<file path="config.mk">
export PLATFORM = sky130hd
export DESIGN_NAME = csa_stream_accumulator_flat
export DESIGN_NICKNAME = d
export VERILOG_FILES = /design/src/rtl/csa_stream_accumulator_if.sv /design/src/rtl/csa_stream_accumulator.sv /design/src/flat_wrapper.sv
export SDC_FILE = /design/constraint.sdc
export NUM_CORES = 1
export LEC_CHECK = 0
export CAP_MARGIN = 20
export CORE_AREA = 2 2 98 100
export CTS_BUF_LIST = sky130_fd_sc_hd__clkbuf_16
export DETAILED_ROUTE_END_ITERATION = 10
export DIE_AREA = 0 0 100 102
export DONT_BUFFER_PORTS = 1
export GPL_ROUTABILITY_DRIVEN = 0
export GPL_TIMING_DRIVEN = 0
export MAX_ROUTING_LAYER = met4
export PLACE_DENSITY_LB_ADDON = 0.15
export SLEW_MARGIN = 15
export SYNTH_ARGS = -nofsm -noshare
export SYNTH_HDL_FRONTEND = slang
export SYNTH_SLANG_ARGS = --single-unit
</file>
<file path="constraint.sdc">
create_clock -name clk -period 2.7 [get_ports clk]
set_input_delay 0.675 -clock clk [delete_from_list [all_inputs] [get_ports clk]]
set_output_delay 0.675 -clock clk [all_outputs]
set_load 0.01 [all_outputs]
</file>
<file path="src/rtl/csa_stream_accumulator_if.sv">
`default_nettype none
// ============================================================================
//  Module      : csa_stream_accumulator_if
//  Description : Beat-in / result-out handshake bundle for the streaming
//                carry-save accumulator. The slave modport is the
//                accumulator side; the master modport is the producer and
//                consumer side.
//  Revision    : 1.0 - initial release
// ============================================================================
interface csa_stream_accumulator_if #(
    parameter int W_IN  = 12,
    parameter int ACC_W = 15,
    parameter int LANES = 2,
    parameter int CNT_W = 8
);
    logic                  in_valid;
    logic                  in_ready;
    logic [LANES*W_IN-1:0] in_data;
    logic                  in_last;
    logic                  out_valid;
    logic                  out_ready;
    logic [ACC_W-1:0]      out_sum;
    logic                  out_ovf;
    logic [CNT_W-1:0]      out_beats;

    modport slave (
        input  in_valid, in_data, in_last, out_ready,
        output in_ready, out_valid, out_sum, out_ovf, out_beats
    );

    modport master (
        output in_valid, in_data, in_last, out_ready,
        input  in_ready, out_valid, out_sum, out_ovf, out_beats
    );
endinterface
`default_nettype wire

</file>
<file path="src/rtl/csa_stream_accumulator.sv">
`default_nettype none
// ============================================================================
//  Module      : csa_stream_accumulator
//  Description : Streaming multi-lane carry-save accumulator. Each accepted
//                beat's LANES operands are folded into a redundant sum/carry
//                pair through a chain of 3:2 compressors; the last beat
//                triggers one carry-propagate cycle and the resolved result
//                is offered under valid/ready.
//  Options     : CSA_ACC_SAT_EN - saturate out_sum to all-ones on overflow
//                (default: wrap mod 2^ACC_W). out_ovf is the same either way.
//  Revision    : 1.0 - initial release
// ============================================================================
module csa_stream_accumulator #(
    parameter int W_IN  = 12,
    parameter int ACC_W = 15,
    parameter int LANES = 2,
    parameter int CNT_W = 8
) (
    input  wire logic                clk,
    input  wire logic                rst,
    csa_stream_accumulator_if.slave  bus
);

    localparam logic [1:0] S_ACC = 2'd0;
    localparam logic [1:0] S_CPA = 2'd1;
    localparam logic [1:0] S_OUT = 2'd2;

    localparam logic [CNT_W-1:0] c_cnt_max = {CNT_W{1'b1}};

    logic [1:0]       r_state;
    logic [1:0]       w_state_next;
    logic             w_in_ready;
    logic             w_out_valid;
    logic             w_beat;
    logic             w_release;

    logic [ACC_W-1:0] r_sum;
    logic [ACC_W-1:0] r_carry;
    logic             r_ovf;
    logic [CNT_W-1:0] r_cnt;

    logic [ACC_W-1:0] r_out_sum;
    logic             r_out_ovf;
    logic [CNT_W-1:0] r_out_beats;

    logic [ACC_W-1:0] w_s;
    logic [ACC_W-1:0] w_c;
    logic [ACC_W-1:0] w_x;
    logic [ACC_W-1:0] w_maj;
    logic             w_drop;

    logic [ACC_W:0]   w_cpa;
    logic             w_ovf_total;
    logic [ACC_W-1:0] w_result;

    // State register.
    always_ff @(posedge clk) begin
        if (rst) begin
            r_state <= S_ACC;
        end else begin
            r_state <= w_state_next;
        end
    end

    // Next-state and handshake outputs.
    always_comb begin
        w_state_next = r_state;
        w_in_ready   = 1'b0;
        w_out_valid  = 1'b0;
        case (r_state)
            S_ACC: begin
                w_in_ready = 1'b1;
                if (bus.in_valid && bus.in_last) begin
                    w_state_next = S_CPA;
                end
            end
            S_CPA: begin
                w_state_next = S_OUT;
            end
            S_OUT: begin
                w_out_valid = 1'b1;
                if (bus.out_ready) begin
                    w_state_next = S_ACC;
                end
            end
            default: begin
                w_state_next = S_ACC;
            end
        endcase
    end

    assign w_beat    = w_in_ready && bus.in_valid;
    assign w_release = w_out_valid && bus.out_ready;

    // Compressor chain: each lane is folded into the running pair with one
    // 3:2 stage. A majority bit at the MSB would be shifted out of the
    // carry word; since every operand is unsigned, losing it means the true
    // total no longer fits, so it is recorded as overflow.
    always_comb begin
        w_s    = r_sum;
        w_c    = r_carry;
        w_x    = '0;
        w_maj  = '0;
        w_drop = 1'b0;
        for (int k = 0; k < LANES; k++) begin
            w_x    = ACC_W'(bus.in_data[k*W_IN +: W_IN]);
            w_maj  = (w_s & w_c) | (w_s & w_x) | (w_c & w_x);
            w_s    = w_s ^ w_c ^ w_x;
            w_drop = w_drop | w_maj[ACC_W-1];
            w_c    = {w_maj[ACC_W-2:0], 1'b0};
        end
    end

    // Carry-propagate add of the redundant pair; carry-out is also overflow.
    assign w_cpa       = {1'b0, r_sum} + {1'b0, r_carry};
    assign w_ovf_total = r_ovf | w_cpa[ACC_W];

`ifdef CSA_ACC_SAT_EN
    assign w_result = w_ovf_total ? {ACC_W{1'b1}} : w_cpa[ACC_W-1:0];
`else
    assign w_result = w_cpa[ACC_W-1:0];
`endif

    // Accumulator and result registers.
    always_ff @(posedge clk) begin
        if (rst) begin
            r_sum       <= '0;
            r_carry     <= '0;
            r_ovf       <= 1'b0;
            r_cnt       <= '0;
            r_out_sum   <= '0;
            r_out_ovf   <= 1'b0;
            r_out_beats <= '0;
        end else begin
            if (w_beat) begin
                r_sum   <= w_s;
                r_carry <= w_c;
                r_ovf   <= r_ovf | w_drop;
                if (r_cnt != c_cnt_max) begin
                    r_cnt <= r_cnt + CNT_W'(1);
                end
            end
            if (r_state == S_CPA) begin
                r_out_sum   <= w_result;
                r_out_ovf   <= w_ovf_total;
                r_out_beats <= r_cnt;
            end
            // The next transaction must start from a clean pair.
            if (w_release) begin
                r_sum   <= '0;
                r_carry <= '0;
                r_ovf   <= 1'b0;
                r_cnt   <= '0;
            end
        end
    end

    assign bus.in_ready  = w_in_ready;
    assign bus.out_valid = w_out_valid;
    assign bus.out_sum   = r_out_sum;
    assign bus.out_ovf   = r_out_ovf;
    assign bus.out_beats = r_out_beats;

endmodule
`default_nettype wire

</file>
<file path="src/flat_wrapper.sv">
// flat-port wrapper written by rule: the top's interface ports become plain ports
module csa_stream_accumulator_flat 
#(
    parameter int W_IN  = 12,
    parameter int ACC_W = 15,
    parameter int LANES = 2,
    parameter int CNT_W = 8
)
  (clk, rst, bus_in_valid, bus_in_data, bus_in_last, bus_out_ready, bus_in_ready, bus_out_valid, bus_out_sum, bus_out_ovf, bus_out_beats);
  csa_stream_accumulator_if #(.W_IN(W_IN), .ACC_W(ACC_W), .LANES(LANES), .CNT_W(CNT_W)) bus_i ();
  input  wire logic clk;
  input  wire logic rst;
  input wire logic [$bits(bus_i.in_valid)-1:0] bus_in_valid;
  input wire logic [$bits(bus_i.in_data)-1:0] bus_in_data;
  input wire logic [$bits(bus_i.in_last)-1:0] bus_in_last;
  input wire logic [$bits(bus_i.out_ready)-1:0] bus_out_ready;
  output wire logic [$bits(bus_i.in_ready)-1:0] bus_in_ready;
  output wire logic [$bits(bus_i.out_valid)-1:0] bus_out_valid;
  output wire logic [$bits(bus_i.out_sum)-1:0] bus_out_sum;
  output wire logic [$bits(bus_i.out_ovf)-1:0] bus_out_ovf;
  output wire logic [$bits(bus_i.out_beats)-1:0] bus_out_beats;
  assign bus_i.in_valid = bus_in_valid;
  assign bus_i.in_data = bus_in_data;
  assign bus_i.in_last = bus_in_last;
  assign bus_i.out_ready = bus_out_ready;
  assign bus_in_ready = bus_i.in_ready;
  assign bus_out_valid = bus_i.out_valid;
  assign bus_out_sum = bus_i.out_sum;
  assign bus_out_ovf = bus_i.out_ovf;
  assign bus_out_beats = bus_i.out_beats;
  csa_stream_accumulator #(.W_IN(W_IN), .ACC_W(ACC_W), .LANES(LANES), .CNT_W(CNT_W)) u_core (.clk(clk), .rst(rst), .bus(bus_i));
endmodule
</file>
==> run metrics, run 1 <==
register area share after synthesis around 36%; GRT Overall Usage 19.4%; sw frac ~29%; Overflow after GRT 0; largest family of logic cells by synthesized area adder cells; post-CTS resize count 0; io pins 55; Final TNS setup 0 ns; Distinct cells, synth between 50 and 60; multiplexer share of the synthesized area 0.278%; initial antenna violation count 0; TritonCTS clock tree done; internal power ~2.0 mW; chip height just over 100 µm; WS Path Type reg -> reg; Post-synth EDFFs 0; status finished, final reports clean; Die Wd around 100 µm; Max Clock Freq 468 MHz; post-synthesis xor/xnor area fraction under 10%; RSZ-0062 raised after global routing false; Worst Max-Slew Pin Slew between 0.5 and 0.6 ns; dpl hpwl between 6000 and 7000 µm; largest net degree at the start of global routing 14; Cell Count, Final, Fillers Out approximately 550; top-area cell type share of the netlist area about 36%; Crit-path slowest cell a21boi_1; Worst-path clk slew 0.06 ns; dpl cells between 500 and 600; H-Tree Depth 3; Post-Syn Area per Cell ~8.6 µm²; Crit. End Element flip-flop; Synth area leaders dfxtp_1, fa_1, nand2_1; Period minus WS final approximately 2.1 ns; crit-path cells ha_1 > inv_1 > fa_1 > nor2b_1 > o211ai_2 > a21boi_1 > o211a_1 > o211ai_1; Slew HR ~60%; root buffer cell clkbuf_16; clk sinks 64; drt total wl between 8000 and 9000 µm; Yosys warning count 0; final-stage net count ~500; Gate power share roughly 18%; Synth area leader dfxtp_1; complex-gate fraction of the synthesized area around 17%; ys async rst share 0%; clock share of power between 40% and 50%; syn nets between 400 and 500; Vias/cell 5.41; vias in the first global route slightly below 3000; Rows 35; Fin. Hold Viols 0; max-slew violation count 0; share of post-route cells with drive strength above 1 just under 7%; CP startpoint kind flip-flop; Cells after Synth ~420; commonest non-fill, non-tap cell in the layout nand2_1; DR iter-0 viols roughly 120; 1st-pass router iterations 5; Req. time, crit path about 2.9 ns; Hold-fix buffers, CTS 0; Routed WL per cell 16.4 µm; IO buf count 0; maximum vdd ir drop between 300 and 400 µV; Post-Synth Adder-Cell Area slightly above 20%; DR vias approximately 2900; pwr/cell area just over 700 nW/µm²; drt drc 0; Mapped Area 3600 µm²; clk_skew approximately 0.007 ns; TritonCTS Buffers 9; most frequent cells in the layout nand2_1, dfxtp_1, a21oi_1; Max FO, Critical Path 5; Worst Path Arrival 2.34 ns; Top FF cell, synth dfxtp_1; Layout area overhead 13.0%; die footprint between 10000 and 15000 µm²; # diodes 0; postcts setup bufs 0; Worst path max stage delay roughly 0.4 ns; simple-gate portion of the synthesized area about a fifth; part of the power in registers 37.7%; antenna-violating nets left 0; sw power between 800 and 900 µW; Leakage between 1.5 and 2 nW; core area between 9000 and 10000 µm²; synthesized flop and latch total 64; Initial Util between 30% and 40%; Final Setup Violations 0; clock latency on the worst-skew pair 0.33 ns; global-route wire length before repair 15000 µm; worst-case clock buffer depth 2; HP Class reg -> reg; Fillers between 900 and 1000; max-cap check violation count 0; Tcrit/Tclk final ~79%
==> layer usage <==
metal / up-vias / routed length, µm / track usage [%]
met4: 0 / 101 / 6.32
li1: 1459 / - / -
met2: 78 / 4190 / 30.6
met1: 1397 / 4090 / 24.8
met5: - / 0 / -
met3: 13 / 550 / 4.51
==> worst max-delay path, delay by kind of cell, from the launching register on <==
| family | cells | cell delay, ns |
|---|---|---|
| AO/OA/AOI/OAI | 4 | 0.80 |
| adder cells (fa/ha/maj) | 2 | 0.56 |
| flip-flops | 1 | 0.36 |
| AND/OR/NAND/NOR | 1 | 0.24 |
| buffers and inverters | 1 | 0.05 |
==> flip-flops by register name (all words and copies together) (netlist names) <==
signal,flops
u_core.r_state,2
u_core.bus.out_beats,8
u_core.bus.out_sum,15
u_core.bus.out_ovf,1
u_core.r_cnt,8
u_core.r_sum,15
u_core.r_carry,14
u_core.r_ovf,1
==> synth_stat cells, types with 2 or more instances <==
master / count
nand4_1: 4
clkbuf_1: 10
a21oi_1: 51
nor2_1: 23
dfxtp_1: 64
o211ai_1: 3
fa_1: 25
xnor2_1: 2
inv_1: 24
nand3_1: 12
nor3_1: 8
nand2_1: 90
a211oi_1: 5
and3_1: 5
o2111ai_1: 3
a32oi_1: 2
nor2b_1: 3
nand2b_1: 2
or4_1: 2
xor2_1: 4
o21ai_0: 12
nor4_1: 2
buf_2: 9
o211a_1: 3
o21a_1: 4
o21ai_1: 2
ha_1: 19
==> power groups by stage <==
stage	clock (mW)	combinational (mW)	sequential, mW
2_1_floorplan	0	0.387	1.08
3_3_place_gp	0	0.499	1.10
3_5_place_dp	0	0.515	1.10
4_1_cts	1.30	0.517	1.08
5_1_grt	1.35	0.596	1.09
6_report	1.28	0.507	1.08
==> layout make-up <==
class                   count  area [µm²]  share of cell area, %
flip-flops and latches     64        1280                   31.5
inverters                  24        90.1                   2.22
multi-input cells         310        2140                   52.6
plain buffers              20        86.3                   2.12
clock buffers               9         225                   5.54
well taps                 111         139                   3.42
clock inverters             7         103                   2.52
==> cells by family (layout without fill, tap and decap cells) <==
| group | count (synthesis) | count (layout) |
|---|---|---|
| AND/OR/NAND/NOR | 159 | 159 |
| flip-flops | 64 | 64 |
| multiplexers | 1 | 1 |
| adder cells (fa/ha/maj) | 44 | 44 |
| AO/OA/AOI/OAI | 100 | 100 |
| XOR/XNOR | 6 | 6 |
| buffers and inverters | 44 | 60 |
==> final timing paths <==
path / endpoint / slack [ns] / cells past startpoint / startpoint
worst max-delay path: u_core.bus.out_sum[11] / 0.56 / 8 / u_core.r_carry[1]
worst min-delay path: u_core.r_sum[12] / 0.47 / 2 / u_core.r_sum[12]
worst max register to register: u_core.bus.out_sum[11] / 0.56 / 8 / u_core.r_carry[1]
worst min register to register: u_core.r_sum[12] / 0.47 / 2 / u_core.r_sum[12]
==> metrics by stage <==
step                cell area, µm²  hold WS [ns]  setup slack (ns)  power (mW)  utilization, %
finish                        4060         0.466             0.564        2.87            44.6
global route                  4060         0.510             0.389        3.04            44.6
CTS                           4060         0.467             0.587        2.90            44.6
detailed placement            3740         0.459             0.588        1.62            41.0
global placement              3740         0.450             0.610        1.60            41.0
floorplan                     3600         0.440             0.716        1.47               -
No activity file was read; power rests on OpenSTA's default activity.
==> run 2: changes to the inputs <==
clock period = 2.2 ns   (was 2.7 ns; I/O delays follow)
==> run 2 against run 1 <==
  * Via count is 0.48% higher
  * Critical path depth down 2
  * Power rose by 22%
  * Clock-buffer cell count stayed put
  * Design area up 0.34%
  * Sequential share of layout area fell by 0.11 points
  * Die area stayed put
  * Fmax increased by 2.4%
  * Flip-flop and latch count unchanged
  * Register-to-register slack lost 0.45 ns
  * Clock power rose by 22%
==> run metrics, run 2 (same netlist as run 1, synthesis figures left out) <==
vias in the first global route 2975 (unchanged); Layout area overhead 13.4%; Cell Count, Final, Fillers Out 545 (unchanged); DR top layer met4; DR iter-0 viols 114 (-4.2%); initial antenna violation count 0 (unchanged); Rows 35 (unchanged); internal power 2.50 mW (+23%); clock share of power 44.4% (-0.3 points); IO buf count 0 (unchanged); Leakage 1.65 nW (+0.15%); Die Wd 100 µm (unchanged); WP buf/inv 1 (unchanged); Crit-path slowest cell dfxtp_1; Tcrit/Tclk final 94.8% (+16 points); Max Clock Freq 480 MHz (+2.4%); wire length on met1 4030 µm (-1.5%); sw frac 29.0% (-0.21 points); Vias/cell 5.43 (+0.48%); 1st-pass router iterations 4 (-1); DR vias 2961 (+0.48%); final-stage net count 502 (unchanged); io pins 55 (unchanged); Met3 Routed Length 578 µm (+5.1%); Routed WL per cell 16.3 µm (-0.24%); Req. time, crit path 2.42 ns (-0.49 ns); Gate power share 17.8% (about the same); Slew HR 61.4% (+0.47 points); CP startpoint kind flip-flop; part of the power in registers 37.8% (about the same); crit-path cells ha_1 > clkbuf_1 > and3_1 > o211a_1 > o21ai_0 > a211o_1; chip height 102 µm (unchanged); total power 3.51 mW (+22%); RSZ-0062 raised after global routing false; Final TNS setup 0 ns (unchanged); Period minus WS final 2.09 ns (-0.0510 ns); most frequent cells in the layout nand2_1, dfxtp_1, a21oi_1; clk sinks 64 (unchanged); TritonCTS Buffers 9 (unchanged); worst-case clock buffer depth 2 (unchanged); commonest non-fill, non-tap cell in the layout nand2_1; max-cap check violation count 0 (unchanged); Worst-path clk slew 0.06 ns (about the same); clock latency on the worst-skew pair 0.33 ns (about the same); postcts setup bufs 0 (unchanged); Worst Max-Slew Pin Slew 0.579 ns (-0.00711 ns); clk_skew 0.00625 ns (-0.000764 ns); pwr/cell area 862 nW/µm² (+22%); drt drc 0 (unchanged); crit-path leading delay family compound AO/OA/AOI/OAI gates; maximum vdd ir drop 456 µV (+22%); Final Setup Violations 0 (unchanged); antenna-violating nets left 0 (unchanged); HP Class in -> reg; dpl hpwl 6800 µm (unchanged); Worst Path Arrival 2.30 ns (-0.04 ns); drt total wl 8910 µm (-0.24%); TritonCTS clock tree done; Fin. Hold Viols 0 (unchanged); dpl cells 529 (unchanged); share of post-route cells with drive strength above 1 7.83% (+0.92 points); Worst path max stage delay 0.34 ns (-0.05 ns); die footprint 10200 µm² (unchanged); WS Path Type reg -> reg; GRT Overall Usage 19.4% (unchanged); H-Tree Depth 3 (unchanged); Overflow after GRT 0 (unchanged); status finished, final reports clean; met2 WL 4200 µm (about the same); largest net degree at the start of global routing 14 (unchanged); Max FO, Critical Path 8 (+3); Initial Util 39.5% (unchanged); global-route wire length before repair 15000 µm (unchanged); max-slew violation count 0 (unchanged); Crit. End Element flip-flop; core area 9110 µm² (unchanged); # diodes 0 (unchanged); root buffer cell clkbuf_16; sw power 1.02 mW (+22%)
run 2: worst register-to-register path, cell delays in order (launching register included):
cell	delay, ns
dfxtp_1	0.34
ha_1	0.28
clkbuf_1	0.32
and3_1	0.33
o211a_1	0.32
o21ai_0	0.12
a211o_1	0.26
run 2: path summary, 6_finish.rpt:
path | startpoint | endpoint | slack [ns] | depth (start not counted)
setup / recovery | u_core.r_carry[9] | u_core.bus.out_sum[14] | 0.11 | 6
hold / removal | bus_in_last | u_core.r_state[0] | 0.37 | 1
setup reg to reg | u_core.r_carry[9] | u_core.bus.out_sum[14] | 0.11 | 6
hold reg to reg | u_core.r_sum[12] | u_core.r_sum[12] | 0.47 | 2
run 2: through the flow:
stage / utilization [%] / area, µm² / hold slack (ns) / worst slack (ns)
after floorplan: - / 3600 / 0.440 / 0.341
after detailed placement: 41.0 / 3740 / 0.459 / 0.114
final: 44.8 / 4080 / 0.370 / 0.115
after global placement: 41.0 / 3740 / 0.450 / 0.134
after global routing: 44.8 / 4080 / 0.395 / 0.0240
after CTS: 44.6 / 4060 / 0.363 / 0.0874
run 2: power groups by stage:
stage	combinational, mW	clock (mW)	sequential, mW
floorplan	0.475	0	1.33
global placement	0.613	0	1.36
detailed placement	0.632	0	1.36
CTS	0.634	1.60	1.33
global route	0.733	1.65	1.34
finish	0.625	1.56	1.33
run 2: timing repair:
action                     in CTS  in global routing
resized for setup               0                  4
hold buffers                    0                  0
setup endpoints to repair       0                  6
run 2: metal layers:
metal,track usage [%],vias to the layer above
li1,-,1462
met1,24.8,1403
met3,4.51,15
met2,30.6,81
met4,6.32,0
met5,-,-
run 2: area by class of cell:
cell class                      count  area [µm²]
Fill cell                         903        5030
Multi-Input combinational cell    310        2150
Sequential cell                    64        1280
Clock buffer                        9         225
Tap cell                          111         139
Clock inverter                      7         103
Inverter                           24        90.1
Buffer                             20        86.3
==> run 3: changes to the inputs <==
CTS_CLUSTER_SIZE = 24   (was not set)
==> results of run 3 <==
Same layout as run 2: the final DEF is identical, and so are final timing and power.
